### src/rtl/ps2_key_tracker.sv
// ps2_key_tracker
//
// PS/2 keyboard front end for the synthesizer. It receives Set-2 scan codes
// and keeps a bitmap of held keys in the 33-bit format the synth consumes on
// its i_data bus. Bits [31:0] are note keys and bit 32 is the space/octave flag.
//
// Ports
//   i_clk        system clock
//   i_rst_n      asynchronous active-low reset
//   i_ps2_clk    raw PS/2 clock (asynchronous to i_clk)
//   i_ps2_data   raw PS/2 data  (asynchronous to i_clk)
//   o_data       held-key bitmap, 1 = key down
//   o_byte       last correctly received scan byte
//   o_byte_valid one-cycle pulse when o_byte is updated
//   o_frame_err  one-cycle pulse on parity/stop error or receive timeout
module ps2_key_tracker #(
    parameter int TIMEOUT_CYC = 100000
) (
    input  logic        i_clk,
    input  logic        i_rst_n,
    input  logic        i_ps2_clk,
    input  logic        i_ps2_data,
    output logic [32:0] o_data,
    output logic [7:0]  o_byte,
    output logic        o_byte_valid,
    output logic        o_frame_err
);

    localparam int CNT_W = $clog2(TIMEOUT_CYC + 1);

    typedef enum logic [1:0] {IDLE, DATA, PARITY, STOP} state_t;

    state_t           state, state_next;
    logic             ps2c_s1, ps2c_s2, ps2c_prev;
    logic             ps2d_s1, ps2d_s2;
    logic             fall;
    logic [7:0]       shift;
    logic [2:0]       bit_cnt;
    logic             par;
    logic [CNT_W-1:0] timer;
    logic             timeout;
    logic             frame_ok;
    logic             byte_load;
    logic             err_set;
    logic             brk, ext;

    // Set-2 make code -> bitmap index. MSB of the result flags a mapped code.
    function automatic logic [6:0] key_lookup(input logic [7:0] code);
        logic [6:0] r;
        r = 7'd0;
        case (code)
            8'h1A: r = {1'b1, 6'd0};
            8'h1B: r = {1'b1, 6'd1};
            8'h22: r = {1'b1, 6'd2};
            8'h23: r = {1'b1, 6'd3};
            8'h21: r = {1'b1, 6'd4};
            8'h2A: r = {1'b1, 6'd5};
            8'h34: r = {1'b1, 6'd6};
            8'h32: r = {1'b1, 6'd7};
            8'h33: r = {1'b1, 6'd8};
            8'h31: r = {1'b1, 6'd9};
            8'h3B: r = {1'b1, 6'd10};
            8'h3A: r = {1'b1, 6'd11};
            8'h41: r = {1'b1, 6'd12};
            8'h4B: r = {1'b1, 6'd13};
            8'h49: r = {1'b1, 6'd14};
            8'h4C: r = {1'b1, 6'd15};
            8'h4A: r = {1'b1, 6'd16};
            8'h15: r = {1'b1, 6'd17};
            8'h1E: r = {1'b1, 6'd18};
            8'h1D: r = {1'b1, 6'd19};
            8'h26: r = {1'b1, 6'd20};
            8'h24: r = {1'b1, 6'd21};
            8'h2D: r = {1'b1, 6'd22};
            8'h2E: r = {1'b1, 6'd23};
            8'h2C: r = {1'b1, 6'd24};
            8'h36: r = {1'b1, 6'd25};
            8'h35: r = {1'b1, 6'd26};
            8'h3D: r = {1'b1, 6'd27};
            8'h3C: r = {1'b1, 6'd28};
            8'h43: r = {1'b1, 6'd29};
            8'h46: r = {1'b1, 6'd30};
            8'h44: r = {1'b1, 6'd31};
            8'h29: r = {1'b1, 6'd32};
            default: r = 7'd0;
        endcase
        return r;
    endfunction

    // Synchronizers reset high so an idle bus never looks like a falling edge.
    always_ff @(posedge i_clk or negedge i_rst_n) begin
        if (!i_rst_n) begin
            ps2c_s1   <= 1'b1;
            ps2c_s2   <= 1'b1;
            ps2c_prev <= 1'b1;
            ps2d_s1   <= 1'b1;
            ps2d_s2   <= 1'b1;
        end else begin
            ps2c_s1   <= i_ps2_clk;
            ps2c_s2   <= ps2c_s1;
            ps2c_prev <= ps2c_s2;
            ps2d_s1   <= i_ps2_data;
            ps2d_s2   <= ps2d_s1;
        end
    end

    assign fall     = ps2c_prev & ~ps2c_s2;
    assign timeout  = (state != IDLE) && (timer == CNT_W'(TIMEOUT_CYC));
    // Stop bit high and odd parity over data plus parity bit.
    assign frame_ok = ps2d_s2 & (^{shift, par});

    always_ff @(posedge i_clk or negedge i_rst_n) begin
        if (!i_rst_n) state <= IDLE;
        else          state <= state_next;
    end

    always_comb begin
        state_next = state;
        byte_load  = 1'b0;
        err_set    = 1'b0;
        if (timeout) begin
            state_next = IDLE;
            err_set    = 1'b1;
        end else if (fall) begin
            case (state)
                IDLE:    if (!ps2d_s2) state_next = DATA;
                DATA:    if (bit_cnt == 3'd7) state_next = PARITY;
                PARITY:  state_next = STOP;
                STOP: begin
                    state_next = IDLE;
                    if (frame_ok) byte_load = 1'b1;
                    else          err_set   = 1'b1;
                end
                default: state_next = IDLE;
            endcase
        end
    end

    // Receive datapath and watchdog.
    always_ff @(posedge i_clk or negedge i_rst_n) begin
        if (!i_rst_n) begin
            shift   <= 8'd0;
            bit_cnt <= 3'd0;
            par     <= 1'b0;
            timer   <= '0;
        end else begin
            if (state == IDLE || fall || timeout) timer <= '0;
            else                                  timer <= timer + 1'b1;

            if (fall && !timeout) begin
                case (state)
                    IDLE:   bit_cnt <= 3'd0;
                    DATA: begin
                        shift   <= {ps2d_s2, shift[7:1]};  // LSB arrives first
                        bit_cnt <= bit_cnt + 3'd1;
                    end
                    PARITY: par <= ps2d_s2;
                    default: ;
                endcase
            end
        end
    end

    always_ff @(posedge i_clk or negedge i_rst_n) begin
        if (!i_rst_n) begin
            o_byte       <= 8'd0;
            o_byte_valid <= 1'b0;
            o_frame_err  <= 1'b0;
        end else begin
            o_byte_valid <= byte_load;
            o_frame_err  <= err_set;
            if (byte_load) o_byte <= shift;
        end
    end

    // Scan-code decoder: runs one cycle behind o_byte_valid. Errored frames
    // never pulse o_byte_valid, so pending prefixes survive them.
    always_ff @(posedge i_clk or negedge i_rst_n) begin
        if (!i_rst_n) begin
            o_data <= 33'd0;
            brk    <= 1'b0;
            ext    <= 1'b0;
        end else if (o_byte_valid) begin
            case (o_byte)
                8'hF0: brk <= 1'b1;
                8'hE0: ext <= 1'b1;
                8'h00, 8'hFF: begin
                    o_data <= 33'd0;
                    brk    <= 1'b0;
                    ext    <= 1'b0;
                end
                default: begin
                    if (!ext && key_lookup(o_byte)[6])
                        o_data[key_lookup(o_byte)[5:0]] <= ~brk;
                    brk <= 1'b0;
                    ext <= 1'b0;
                end
            endcase
        end
    end

endmodule

### config.mk
export PLATFORM = sky130hd
export DESIGN_NAME = ps2_key_tracker
export DESIGN_NICKNAME = d
export VERILOG_FILES = /design/src/rtl/ps2_key_tracker.sv
export SDC_FILE = /design/constraint.sdc
export NUM_CORES = 1
export LEC_CHECK = 0
export ABC_AREA = 1
export CORE_MARGIN = 1
export CORE_UTILIZATION = 25
export CTS_CLUSTER_DIAMETER = 40
export CTS_CLUSTER_SIZE = 20
export DETAILED_ROUTE_END_ITERATION = 12
export PLACE_DENSITY = 0.38
export SLEW_MARGIN = 15
export SYNTH_ARGS = -nofsm -noshare
export SYNTH_HDL_FRONTEND = slang
export SYNTH_SLANG_ARGS = --single-unit
### constraint.sdc
create_clock -name i_clk -period 3.4 [get_ports i_clk]
set_clock_uncertainty 0.05 [all_clocks]
set_input_delay 0.68 -clock i_clk [delete_from_list [all_inputs] [get_ports i_clk]]
set_output_delay 0.68 -clock i_clk [all_outputs]
set_load 0.02 [all_outputs]
======== After elaboration in Yosys (flattened, before gate mapping) ========
Memory sizes are Yosys's and may differ from the RTL's.
Index checks and enable logic that the tools add are counted.
operators by class
  $add $sub $neg .......................... 2
  multiply operators ...................... 0
  div/mod/pow operators ................... 0
  $lt $le $gt $ge ......................... 2
  eq/ne operators ......................... 10
  shift-type cells ........................ 0
  multiplexer cells ....................... 29
  bitwise operators ....................... 7
  reductions and logical operators ........ 25
operators with widths
  operator                                                                             count
  33-bit one-hot mux with 2 select lines                                               1
  33-bit bitwise mux                                                                   1
  33-bit 2-to-1 mux                                                                    1
  8-bit == test, second input constant                                                 3
  6-bit 2-to-1 mux                                                                     4
  7-bit 2-to-1 mux                                                                     3
  17-bit by 1-bit adder with 17-bit output, second input constant                      1
  17-bit == test, second input constant                                                1
  17-bit 2-to-1 mux                                                                    1
  2-bit AND reduction                                                                  5
  1-bit 2-to-1 mux                                                                     9
  9-bit XOR reduction                                                                  1
  8-bit logical NOT                                                                    1
  2-bit 2-to-1 mux                                                                     4
  2-bit one-hot mux with 4 select lines                                                1
  2-bit nonzero test                                                                   4
  6-bit by 7-bit < comparator with 1-bit output, second input constant                 1
  1-bit demux with 6-bit select                                                        1
  6-bit by 1-bit greater-or-equal comparator with 1-bit output, second input constant  1
  3-bit inequality test, second input constant                                         2
  3-bit one-hot mux with 2 select lines                                                1
  3-bit AND reduction                                                                  2
  1-bit NOT                                                                            5
  2-bit == test, second input constant                                                 2
  other kinds (11)                                                                     19
storage, ports and cells
  register bits ........................... 81
  bits in latches ......................... 0
  RAM bits ................................ 0
  memory bits (read-only) ................. 1792
  input port bits ......................... 4
  output and inout port bits .............. 43
  word-level logic and storage cells ...... 93
  memories ................................ 2
memories
  name              words  width  rd ports  clocked after Yosys merged registers in  wr ports  line  source
  (name not given)  128    7      1         0                                        0         51    case (code)
  (name not given)  128    7      1         0                                        0         51

======== Longest topological paths before layout ========
  depth after elaboration ................. 15
  mapped depth ............................ 19
  gate-level depth less buffers ........... 18

======== Worst setup path after synthesis ========
Ideal clock, no wire load.
  kind .................................... flip-flop to flip-flop
  start point ............................. register o_byte[0]
  end point ............................... register o_data[23]
  setup time .............................. 0.117 ns
  arrival time ............................ 2.146 ns
  data required time ...................... 3.233 ns
  setup slack ............................. 1.087 ns
  stages on the path, launching flop included .. 16
  path buffers ............................ 1
  clock period less this slack ............ 2.313 ns
  cells stage by stage .................... dfrtp_1 > inv_1 > ha_1 > nand2_1 > nand2_1 > o211ai_1 > nand3_1 > nand2_2 > inv_2 > nor2_4 > buf_6 > nand2_1 > nand2_1 > nand2_1 > nand2_1 > nand2_1
on the way
  longest elaborated chain between the ends .. 12
  elaborated cells between the ends (all ways) .. 27
  those cells by class .................... order compare: 2; eq/ne: 3; mux: 12; bitwise: 1; reduce/logical: 7; memory: 2
ends and longest elaborated chain
  element                                                                                                                                              line  source
  start: declaration                                                                                                                                   24    output logic [7:0] o_byte,
  start signal: assignment                                                                                                                             172   if (byte_load) o_byte <= shift;
  memory 128 x 7 bit                                                                                                                                   n/a
  6-bit 2-to-1 mux                                                                                                                                     51
  6-bit 2-to-1 mux                                                                                                                                     193   if (!ext && key_lookup(o_byte)[6])
  6-bit 2-to-1 mux                                                                                                                                     184   case (o_byte)
  6-bit 2-to-1 mux                                                                                                                                     183   end else if (o_byte_valid) begin
  6-bit by 7-bit < comparator with 1-bit output (not written as such) or 6-bit by 1-bit greater-or-equal comparator with 1-bit output (tied branches)  194   o_data[key_lookup(o_byte)[5:0]] <= ~brk;
  1-bit logical AND (not written as such)                                                                                                              194
  1-bit 2-to-1 mux (not written as such)                                                                                                               194
  1-bit demux with 6-bit select                                                                                                                        194
  33-bit bitwise mux                                                                                                                                   194
  33-bit 2-to-1 mux                                                                                                                                    193
  33-bit one-hot mux with 2 select lines                                                                                                               184
  end signal: indexed assignment                                                                                                                       194
  end: declaration                                                                                                                                     23    output logic [32:0] o_data,
Parallel ways exist; a longest one is shown, timed or not. The select of a mux whose other input is x is not followed.
A chain may end at the register's enable or synchronous reset.

======== Final worst setup path ========
  start point ............................. register o_byte[2]
  end point ............................... register o_data[24]
Same word-level chain as after synthesis.

==> metrics.md <==
| Metric | Value |
|---|---|
| Crit-path cells | ha_1 -> a21oi_1 -> a21oi_1 -> nor3_1 -> nand2_1 -> nand2_1 -> nand2_2 -> nor2_4 -> nand3_1 -> nand2_1 |
| Status | finished clean |
| Skew-Pair Late Insertion Delay | 0.34 ns |
| Post_cts resized | 0 |
| Wire length per cell | 13.0 um |
| Worst Setup Start Kind | flip-flop |
| Worst r2r path cells | 10 |
| Final Cycle Share | 0.834 |
| Synth Flop Type | dfrtp_1 |
| Via/cell ratio | 4.36 |
| GR Overflow Total | 0 |
| CTS Buf Count | 9 |
| Die H | ~140 um |
| Hpwl dp | around 8800 um |
| Num rows | 50 |
| Count leader, synth | nand2_1 |
| TNS Setup | 0 ns |
| Vias post-DR | 4202 |
| Max clock buf depth | 2 |
| Max-cap violation count | 0 |
| Layout cells sized above 1 | 0.0980 |
| Min Hold Slack | 0.270 ns |
| 1st-pass router iterations | 5 |
| ANT cells | 0 |
| #FFs+latches synth | 81 |
| Initial antenna violation count | 0 |
| F_max | roughly 0.35 GHz |
| Die width | about 140 um |
| Final Hold Fails | 0 |
| Floorplan core area | 19000 um2 |
| Lkg Pwr | 2.70 nW |
| Total die area | approximately 20000 um2 |
| Remaining antenna violation count | 0 |
| Yosys top cell by area | dfrtp_1 |
| Most used cell, CP | nand2_1 |
| Asr flop ratio synth | 1.00 |
| CTS Root Cell | clkbuf_16 |
| FILL cells | 2096 |
| Multi-input gate area | 2530 um2 |
| Postcts setup bufs | 0 |
| Util after Layout | 0.310 |
| Reg clk slew, reported paths | 0.06 ns |
| Htree depth | 3 |
| Synth Cell Area | ~4900 um2 |
| Crit. End Element | flip-flop |
| Slew HR | 0.460 |
| GP Congestion | 0.868 |
| CP delay by family, top | simple AND/OR/NAND/NOR gates |
| All-Layer GR Usage | 0.131 |
| Synthesis Warnings | 0 |
| Vias in the first global route | 3870 |
| Starting DRT DRC Count | 266 |
| Post-DP Area | 5570 um2 |
| Port Buffers | 46 |
| Setup-failing EPs final | 0 |
| Cts hold-fix bufs | 0 |
| Drt drc | 0 |
| Final min period | 2.84 ns |
| RSZ-0062 raised after global routing | no |
| Worst reg2reg setup slack | about 0.56 ns |
| R2r endpoint | o_data[24] |
| Register area | 2030 um2 |
| Total power | around 3.9 mW |
| CTS Sinks | 81 |
| Top cells by area, synth | dfrtp_1, nand2_1, nand3_1, ha_1, nor2_4 |
| Worst path slowest cell | dfrtp_1 |
| Worst hold-check path type | primary input to asynchronous set/reset pin |
| WP buf/inv | 0 |
| CP arrival | 3.06 ns |
| Worst R2R Start | o_byte[2] |
| Final wirelength | 12500 um |
| Setup CP Type | flip-flop to flip-flop |
| CP peak stage delay | 0.87 ns |
| Post-synth EDFFs | 0 |
| Commonest cells in the netlist | nand2_1, dfrtp_1, nand3_1 |
| Cell area after layout | 5890 um2 |
| Least-Margin Pin Slew | between 0.8 and 0.9 ns |
| Layout area overhead | 19.7% |
| Max-slew violation count | 0 |
| CP max FO | 33 |
| Largest net degree at the start of global routing | 38 |
| Worst ir drop on vdd | 0.352 mV |
| First-pass GRT wire length | slightly above 20000 um |
| Sequential share of the synthesized area | 0.413 |
| Nets | 720 |
| Mapped Cells | roughly 660 |
| Pwr Density | 657 nW/um2 |
| CTS tree | yes |
| Synth top area share | 0.386 |
| Initial core utilization | 0.259 |
| Synth Net Count | 679 |
| Synth cell types | 44 |
| Mean area per synthesized cell | 7.48 um2 |
| Top-Level Pins | 47 |
| Worst Path Required | 3.62 ns |
## power by group
group	switching, mW	internal [mW]
clock network	0.390	0.662
logic	1.12	0.507
registers	0.126	1.07
total	1.63	2.24
## placed cells by master (no fill, tap or decap), types with 3 or more instances in the layout
master           count
nand2_1            287
dfrtp_1             76
nand3_1             67
clkdlybuf4s50_1     45
inv_1               40
nor2_1              27
ha_1                17
a21oi_1             15
nor2_4              14
nand4_1             12
nor3_1              11
o21ai_0             11
clkbuf_16            9
xor2_1               6
nand2_2              6
inv_2                6
nor2_2               5
buf_4                5
dfstp_2              5
xnor2_1              4
clkinv_2             3
## state kept, by name (all words and copies together) (netlist names)
| signal | count |
|---|---|
| o_frame_err | 1 |
| shift | 8 |
| state | 2 |
| bit_cnt | 3 |
| ps2d_s2 | 1 |
| brk | 1 |
| ps2c_prev | 1 |
| ps2c_s2 | 1 |
| ext | 1 |
| par | 1 |
| ps2c_s1 | 1 |
| o_byte | 8 |
| ps2d_s1 | 1 |
| o_data | 33 |
| o_byte_valid | 1 |
| timer | 17 |
## logic make-up after synthesis
family | share of synthesized area
flip-flops | 0.413
adder cells (fa/ha/maj) | 0.0432
multiplexers | 0.00229
AND/OR/NAND/NOR | 0.402
XOR/XNOR | 0.0178
buffers and inverters | 0.0724
AO/OA/AOI/OAI | 0.0493
## per-layer routing
metal,share of wire,vias up,GRT usage
li1,-,2177,-
met1,0.48,1931,0.168
met2,0.47,85,0.215
met3,0.046,9,0.0360
met4,0.0097,0,0.0328
met5,0,-,0
## layout make-up
type,instances,area share
clock buffer,11,0.0412
tap,260,0.0552
clock inverter,5,0.0134
inverter,50,0.0325
sequential,81,0.345
multi-input combinational,507,0.430
timing repair buffer,50,0.0828
## metrics by stage
stage	setup WS [ns]	instances
final	0.565	964
after global routing	0.196	964
after CTS	0.527	964
after detailed placement	0.541	948
after global placement	0.510	948
after floorplan	1.09	658
## worst max path at each step
stage,depth (start not counted),end,slack (ns),start
5_1_grt,10,o_data[19],0.20,o_byte[2]
3_5_place_dp,10,o_data[28],0.54,o_byte[2]
4_1_cts,10,o_data[28],0.53,o_byte[2]
3_3_place_gp,10,o_data[13],0.51,o_byte[2]
6_report,10,o_data[24],0.56,o_byte[2]
2_1_floorplan,15,o_data[23],1.09,o_byte[0]
No activity file was read; power rests on OpenSTA's default activity.
